### src/rtl/rf_wport_arbiter.sv
// rf_wport_arbiter: shares the single register-file write port between the
// writeback stage (priority) and a long-latency unit whose results wait in a
// small FIFO. A starvation counter steals one cycle from writeback so the
// FIFO head is eventually written.
module rf_wport_arbiter #(
    parameter int DW           = 64,
    parameter int AW           = 5,
    parameter int DEPTH        = 2,
    parameter int STARVE_LIMIT = 4
) (
    input  logic                     clk,
    input  logic                     reset,
    input  logic                     ws_valid,
    input  logic [AW+DW:0]           ws_to_rf_bus,
    output logic                     ws_hold,
    input  logic                     lu_valid,
    output logic                     lu_ready,
    input  logic [AW-1:0]            lu_waddr,
    input  logic [DW-1:0]            lu_wdata,
    output logic                     rf_we,
    output logic [AW-1:0]            rf_waddr,
    output logic [DW-1:0]            rf_wdata,
    output logic [$clog2(DEPTH):0]   fifo_count,
    output logic [15:0]              drain_events
);

    localparam int PW  = $clog2(DEPTH);
    localparam int CW  = PW + 1;
    localparam int WCW = $clog2(STARVE_LIMIT + 1);
    localparam logic [WCW-1:0] WAIT_MAX = WCW'(STARVE_LIMIT - 1);

    typedef enum logic [1:0] {
        S_IDLE,
        S_WAIT,
        S_DRAIN
    } state_t;

    state_t          state, state_next;
    logic [WCW-1:0]  wait_cnt, wait_next;
    logic            drain_inc;

    logic [AW-1:0]   mem_addr [DEPTH];
    logic [DW-1:0]   mem_data [DEPTH];
    logic [PW-1:0]   rd_ptr, wr_ptr;
    logic [CW-1:0]   count, count_next;

    logic            wb_we;
    logic [AW-1:0]   wb_waddr;
    logic [DW-1:0]   wb_wdata;
    logic            wb_req;
    logic            fifo_empty;
    logic            push, pop, grant_wb;

    assign wb_we      = ws_to_rf_bus[AW+DW];
    assign wb_waddr   = ws_to_rf_bus[AW+DW-1:DW];
    assign wb_wdata   = ws_to_rf_bus[DW-1:0];
    assign wb_req     = ws_valid && wb_we && (wb_waddr != '0);
    assign fifo_empty = (count == '0);

    // Ready comes from the registered occupancy only; a same-cycle pop never frees a slot early.
    assign lu_ready   = reset && (count < CW'(DEPTH));
    assign push       = lu_valid && lu_ready && (lu_waddr != '0);
    assign pop        = !fifo_empty && ((state == S_DRAIN) || !wb_req);
    assign grant_wb   = wb_req && (state != S_DRAIN);
    assign count_next = count + CW'(push) - CW'(pop);

    assign ws_hold      = (state == S_DRAIN);
    assign fifo_count   = count;

    // FIFO pointers and occupancy; pointers wrap naturally since DEPTH is a power of two.
    always_ff @(posedge clk) begin
        if (!reset) begin
            rd_ptr <= '0;
            wr_ptr <= '0;
            count  <= '0;
        end else begin
            if (push) wr_ptr <= wr_ptr + PW'(1);
            if (pop)  rd_ptr <= rd_ptr + PW'(1);
            count <= count_next;
        end
    end

    // FIFO storage; contents need no reset because occupancy gates every read.
    always_ff @(posedge clk) begin
        if (push) begin
            mem_addr[wr_ptr] <= lu_waddr;
            mem_data[wr_ptr] <= lu_wdata;
        end
    end

    // Starvation FSM state, wait counter and saturating forced-drain counter.
    always_ff @(posedge clk) begin
        if (!reset) begin
            state        <= S_IDLE;
            wait_cnt     <= '0;
            drain_events <= '0;
        end else begin
            state    <= state_next;
            wait_cnt <= wait_next;
            if (drain_inc && (drain_events != 16'hFFFF))
                drain_events <= drain_events + 16'd1;
        end
    end

    // Next-state logic: count lost arbitration cycles of a non-empty FIFO, force one drain cycle at the limit.
    always_comb begin
        state_next = state;
        wait_next  = wait_cnt;
        drain_inc  = 1'b0;
        case (state)
            S_IDLE: begin
                if (push) begin
                    state_next = S_WAIT;
                    wait_next  = '0;
                end
            end
            S_WAIT: begin
                if (pop) begin
                    wait_next  = '0;
                    state_next = (count_next == '0) ? S_IDLE : S_WAIT;
                end else if (wait_cnt == WAIT_MAX) begin
                    wait_next  = '0;
                    state_next = S_DRAIN;
                end else begin
                    wait_next  = wait_cnt + WCW'(1);
                end
            end
            S_DRAIN: begin
                wait_next  = '0;
                drain_inc  = 1'b1;
                state_next = (count_next != '0) ? S_WAIT : S_IDLE;
            end
            default: begin
                state_next = S_IDLE;
                wait_next  = '0;
            end
        endcase
    end

    // Registered write port: the granted write appears one cycle later; address/data hold when idle.
    always_ff @(posedge clk) begin
        if (!reset) begin
            rf_we    <= 1'b0;
            rf_waddr <= '0;
            rf_wdata <= '0;
        end else begin
            rf_we <= grant_wb || pop;
            if (grant_wb) begin
                rf_waddr <= wb_waddr;
                rf_wdata <= wb_wdata;
            end else if (pop) begin
                rf_waddr <= mem_addr[rd_ptr];
                rf_wdata <= mem_data[rd_ptr];
            end
        end
    end

endmodule

### config.mk
export PLATFORM = sky130hd
export DESIGN_NAME = rf_wport_arbiter
export DESIGN_NICKNAME = d
export VERILOG_FILES = /design/src/rtl/rf_wport_arbiter.sv
export SDC_FILE = /design/constraint.sdc
export NUM_CORES = 1
export LEC_CHECK = 0
export CELL_PAD_IN_SITES_DETAIL_PLACEMENT = 0
export CELL_PAD_IN_SITES_GLOBAL_PLACEMENT = 2
export CORE_MARGIN = 1.5
export CORE_UTILIZATION = 44
export DETAILED_ROUTE_END_ITERATION = 6
export DONT_BUFFER_PORTS = 1
export GPL_TIMING_DRIVEN = 0
export PLACE_DENSITY = 0.82
export SYNTH_ARGS = -nofsm -noshare
export SYNTH_HDL_FRONTEND = slang
export SYNTH_SLANG_ARGS = --single-unit
export TNS_END_PERCENT = 30
### constraint.sdc
create_clock -name clk -period 10.7 [get_ports clk]
set_clock_uncertainty 0.05 [all_clocks]
set_input_delay 1.605 -clock clk [delete_from_list [all_inputs] [get_ports clk]]
set_output_delay 1.605 -clock clk [all_outputs]
set_load 0.02 [all_outputs]
Yosys cells after proc, flatten, opt, wreduce, memory -nomap -nowiden
Memories as Yosys holds them, arrays and structs flattened. A register that Yosys moved wholly into a read port is not among the register bits.
Index checks and enable logic that the tools add are counted.
{"block": "op_classes", "addsub": 6, "order_cmp": 1, "n_eq_ne": 7, "n_mux": 21, "reduce_logical": 20}
{"operator": "$mux W64", "n": 2}
{"operator": "$add A16 B1 Y16 const B", "n": 1}
{"operator": "$ne A16 B16 Y1 const B", "n": 1}
{"operator": "$mux W5", "n": 2}
{"operator": "$reduce_bool A5 Y1", "n": 2}
{"operator": "$mux W1", "n": 9}
{"operator": "$mux W3", "n": 3}
{"operator": "$logic_and A1 B1 Y1", "n": 8}
{"operator": "$logic_not A2 Y1", "n": 3}
{"operator": "$mux W2", "n": 3}
{"operator": "$pmux W2 S3", "n": 1}
{"operator": "$pmux W3 S2", "n": 1}
{"operator": "$ne A2 B2 Y1 const B", "n": 2}
{"operator": "$reduce_bool A2 Y1", "n": 2}
{"operator": "$add A3 B1 Y3 const B", "n": 1}
{"operator": "$eq A3 B2 Y1 const B", "n": 1}
{"operator": "$ne A3 B3 Y1 const B", "n": 1}
{"operator": "$add A1 B1 Y1 const B", "n": 2}
{"operator": "$add A2 B1 Y2", "n": 1}
{"operator": "$eq A2 B1 Y1 const B", "n": 1}
{"operator": "$eq A2 B2 Y1 const B", "n": 1}
{"operator": "$logic_not A1 Y1", "n": 2}
{"operator": "$logic_or A1 B1 Y1", "n": 2}
{"operator": "$lt A2 B2 Y1 const B", "n": 1}
{"operator": "other kinds (2)", "n": 2}
{"block": "totals", "reg_bits": 95, "ramBits": 138, "in_bits": 143, "output_inout_bits": 90, "wordCells": 66, "memories": 2}
{"memory": "mem_data", "depth": 2, "width": 64, "rd": 1, "rd_ports_with_merged_regs": 1, "write_ports": 1, "line_no": "43", "rtl": "logic [DW-1:0] mem_data [DEPTH];"}
{"memory": "mem_addr", "depth": 2, "width": 5, "rd": 1, "rd_ports_with_merged_regs": 1, "write_ports": 1, "line_no": "42", "rtl": "logic [AW-1:0] mem_addr [DEPTH];"}

Longest topological paths before layout
{"block": "depth", "word_depth": 10, "ltp_mapped": 13, "depth_no_buf": 12}

Least setup slack after synthesis
Ideal clock, no wire load.
{"block": "synth_path", "path_kind": "input port to flip-flop", "startpoint": "in reset", "endpoint": "mem mem_addr[0][0], enable pin", "arrival_ns": 5.198, "t_required_ns": 10.152, "path_slack_ns": 4.954, "path_stages": 3, "path_buffers": 0, "cell_sequence": "nor2b_1 o211ai_1 nor2_1"}
{"block": "synth_between", "elab_chain_cells": 5}
{"element": "from (decl)", "line_no": "12", "rtl": "input logic reset,"}
{"element": "$logic_and A1 B1 Y1", "line_no": "61", "rtl": "assign lu_ready = reset && (count < CW'(DEPTH));"}
{"element": "$logic_and A1 B1 Y1 (2 in series)", "line_no": "62", "rtl": "assign push = lu_valid && lu_ready && (lu_waddr != '0);"}
{"element": "$mux W1", "line_no": "85", "rtl": "if (push) begin"}
{"element": "$mux W1 (not written as such)", "line_no": "86", "rtl": "mem_addr[wr_ptr] <= lu_waddr;"}
{"element": "to (decl)", "line_no": "42"}
Every way passes these cells.

Final worst setup path
{"block": "layout_path", "startpoint": "in ws_to_rf_bus[65]", "endpoint": "reg state[0]"}
{"block": "layout_between", "elab_chain_cells": 10}
{"element": "from (decl)", "line_no": "14", "rtl": "input logic [AW+DW:0] ws_to_rf_bus,"}
{"element": "$reduce_bool A5 Y1 *", "line_no": "57", "rtl": "assign wb_req = ws_valid && wb_we && (wb_waddr != '0);"}
{"element": "$logic_and A1 B1 Y1 *", "line_no": "57"}
{"element": "$logic_not A1 Y1 *", "line_no": "63", "rtl": "assign pop = !fifo_empty && ((state == S_DRAIN) || !wb_req);"}
{"element": "$logic_or A1 B1 Y1 *", "line_no": "63"}
{"element": "$logic_and A1 B1 Y1 *", "line_no": "63"}
{"element": "via pop", "line_no": "52", "rtl": "logic push, pop, grant_wb;"}
{"element": "$sub A2 B1 Y2", "line_no": "65", "rtl": "assign count_next = count + CW'(push) - CW'(pop);"}
{"element": "$logic_not A2 Y1", "line_no": "120", "rtl": "state_next = (count_next == '0) ? S_IDLE : S_WAIT;"}
{"element": "$mux W1", "line_no": "120"}
{"element": "$mux W2", "line_no": "118", "rtl": "if (pop) begin"}
{"element": "$pmux W2 S3", "line_no": "110", "rtl": "case (state)"}
{"element": "to (signal assigned)", "line_no": "98", "rtl": "state <= state_next;"}
{"element": "to (decl)", "line_no": "38", "rtl": "state_t state, state_next;"}
Mark *: on every way through the listed nets, which the timed path passes. The rest lies on a longest branch.
A chain may end at the register's enable or synchronous reset.

==> run metrics <==
status complete, no violations; Critical Path End Type flop; number of synthesized flops with an enable pin 138; Syn-to-layout area delta 13.70%; gr ovfl total 0; CTS tree yes; Reg clk slew, reported paths 0.06 ns; CTS Buf Count 24; Synth Instances 731; drt pass-1 iters 5; ant diodes 0; final slew viol count 0; HPWL after detailed placement 14600 um; Post-Syn Nets 878; Ys Warns 0; Mapped Area 0.008959 mm2; final setup vio count 0; core area 0.02010 mm2; DRC 0; compound-cell area share of the yosys netlist 9.595%; cell row count 52; most frequent cell after synthesis edfxtp_1; Max Cap Viol 0; Buf/Inv on CP 3; worst-skew pair later-pin latency 0.51 ns; adder-cell share of the synthesized area 0.5587%; # IOs 233; Synth area leader edfxtp_1; Final Hold Fails 0; CP top delay family simple AND/OR/NAND/NOR gates; final antenna-violating net count 0; Post-CTS Setup Inserts 0; chip height 145.7 um; relative slew slack 45.67%; Yosys reg bits 234; design area 0.01019 mm2; slew at the pin with the worst max-slew slack 0.8149 ns; dpl cell area 0.009392 mm2; Max VDD drop 0.0001648 V; Hold Crit Class flop to flop; Root Buffer clkbuf_16; RSZ-0062 raised after global routing false; share of layout cells above drive strength 1 7.702%; Slowest Stage Delay on Critical Path 0.52 ns; pwr dens 246.7 mW/mm2; synth top area cells edfxtp_1 46%, dfxtp_1 21%, mux2i_1 7.8%; largest net degree at the start of global routing 29; Synth Area in Simple Gates 10.35%; final period utilization 36.34%; die area 0.02123 mm2; vias in the first global route 5709; Commonest cells post-synth 138 x edfxtp_1, 96 x dfxtp_1, 72 x nand2_1; Synth cell types 45; DR WL/cell 19.47 um; fmax 257.2 MHz; Worst setup SP type input port; post-synthesis mux area share 7.821%; Initial Utilization 44.56%; syn_area_per_cell 12.26 um2; CTS max path bufs 3; WL final 20430 um; clock sinks 234; initial antenna violation count 0; cts hold-fix bufs 0; Synth async-reset ratio 0%; CP arrival 4.23 ns; DIE WIDTH 145.7 um; setup TNS 0 ns; first-pass GRT wire length 31240 um; Iteration-0 DRC Markers 261; gr usage total 18.81%; via count 5589; GPL Wtd Cong 0.7795; nets 908; Seq/Total Area, Yosys 67.71%; critical-path cell list or4_1, o2111a_2, or2_0, buf_2, inv_1, ha_1, inv_1, ha_1, xnor3_1, nor2b_1, nor4bb_1, a31oi_1, and4b_1; combinational family with the most area after synthesis simple AND/OR/NAND/NOR gates; IO Port Bufs 0; Synth Area in XOR/XNOR 1.522%; Tmin final 3.888 ns; Crit Path Class input port to flop; cts repair resizes 0; H-tree depth 1; CP max-delay cell or4_1; Most used DFF post-synth edfxtp_1; Worst Path Required 11.04 ns; Leak 0.003501 uW; Worst Path Max Fanout 8; post-synth top area share 46.26%; Via density 5.328
## path summary, 6_finish.rpt
path | startpoint | end | slack [ns] | cells past startpoint
max reg2reg | fifo_count[1] | state[0] | 7.65 | 10
min reg2reg | wait_cnt[2] | wait_cnt[2] | 0.38 | 2
min | wait_cnt[2] | wait_cnt[2] | 0.38 | 2
max | ws_to_rf_bus[65] | state[0] | 6.81 | 13
## metrics by stage
| stage | power [uW] | setup slack (ns) | utilization [%] | hold WS, ns | cells |
|---|---|---|---|---|---|
| 2_1_floorplan | 1583 | 4.954 | - | 0.3655 | 731 |
| 3_3_place_gp | 1695 | 2.880 | 46.24 | 0.3791 | 1001 |
| 3_5_place_dp | 1711 | 6.317 | 46.71 | 0.3779 | 1005 |
| 4_1_cts | 2540 | 6.836 | 50.67 | 0.3861 | 1049 |
| 5_1_grt | 2632 | 6.655 | 50.67 | 0.4143 | 1049 |
| 6_report | 2513 | 6.812 | 50.67 | 0.3833 | 1049 |
## per-layer routing
metal / vias to the layer above / wire [um] / track usage, % / part of all wire [%]
met3: 36 / 2157 / 8.025 / 11
met2: 206 / 9733 / 32.12 / 48
met4: 0 / 546 / 5.306 / 2.7
met5: - / 0 / 0 / 0
met1: 2663 / 7991 / 21.57 / 39
li1: 2684 / - / - / -
## sequential cells by signal (all words and copies together), names as in the netlist, named ones only
signal / count
drain_events: 16
wait_cnt: 3
state: 2
mem_data: 128
rf_waddr: 5
rd_ptr: 1
wr_ptr: 1
rf_wdata: 64
rf_we: 1
mem_addr: 10
fifo_count: 2
## layout by cell type (no fill, tap or decap), types with 2 or more instances in the layout
master and n:
nand3_1 8, and4_1 2, buf_12 4, bufinv_16 2
clkbuf_1 31, inv_1 9, o21ai_0 53, nor2_1 68
a211oi_1 3, edfxtp_1 138, o211ai_1 3, nor2b_1 8
ha_1 4, and2_1 18, nor2_4 2, clkbuf_16 25
xnor2_1 13, nand2_1 72, buf_2 10, buf_4 5
or4_1 2, nand2b_1 3, o21a_1 3, mux2i_1 70
clkbuf_8 4, o21ai_1 15, dfxtp_1 96, a22o_1 6
a21oi_1 64, and3_1 5, clkinv_2 4, nor3_1 2
clkinv_1 3, nand4_1 6
## worst min-delay path: stages (launching register included)
cell,delay [ns]
dfxtp_1,0.31
nand2_1,0.05
nor2_1,0.03
## logic make-up after synthesis
family / Yosys count
DFF: 234
AOI/OAI and AO/OA: 156
xor gates and xnor gates: 14
buffers and inverters: 50
and+or+nand+nor: 203
adders and majority gates: 4
muxes: 70
## area by class of cell
| class | instances | area, um2 |
|---|---|---|
| Clock buffer | 35 | 703.2 |
| Fill cell | 1745 | 9918 |
| Timing Repair Buffer | 4 | 80.08 |
| Inverter | 9 | 33.78 |
| Sequential cell | 234 | 6066 |
| Tap cell | 270 | 337.8 |
| Multi-Input combinational cell | 447 | 2689 |
| Buffer | 41 | 185.2 |
| Clock inverter | 9 | 91.34 |
## power by group
| part | switching [uW] | internal [uW] | total [uW] | leakage [uW] |
|---|---|---|---|---|
| sequential | 172 | 1080 | 1250 | 0.00205 |
| combinational | 255 | 178 | 433 | 0.00106 |
| clock | 325 | 502 | 827 | 0.000393 |
| total | 752 | 1760 | 2510 | 0.00350 |
Note: power is estimated with default switching activity, not from simulation.
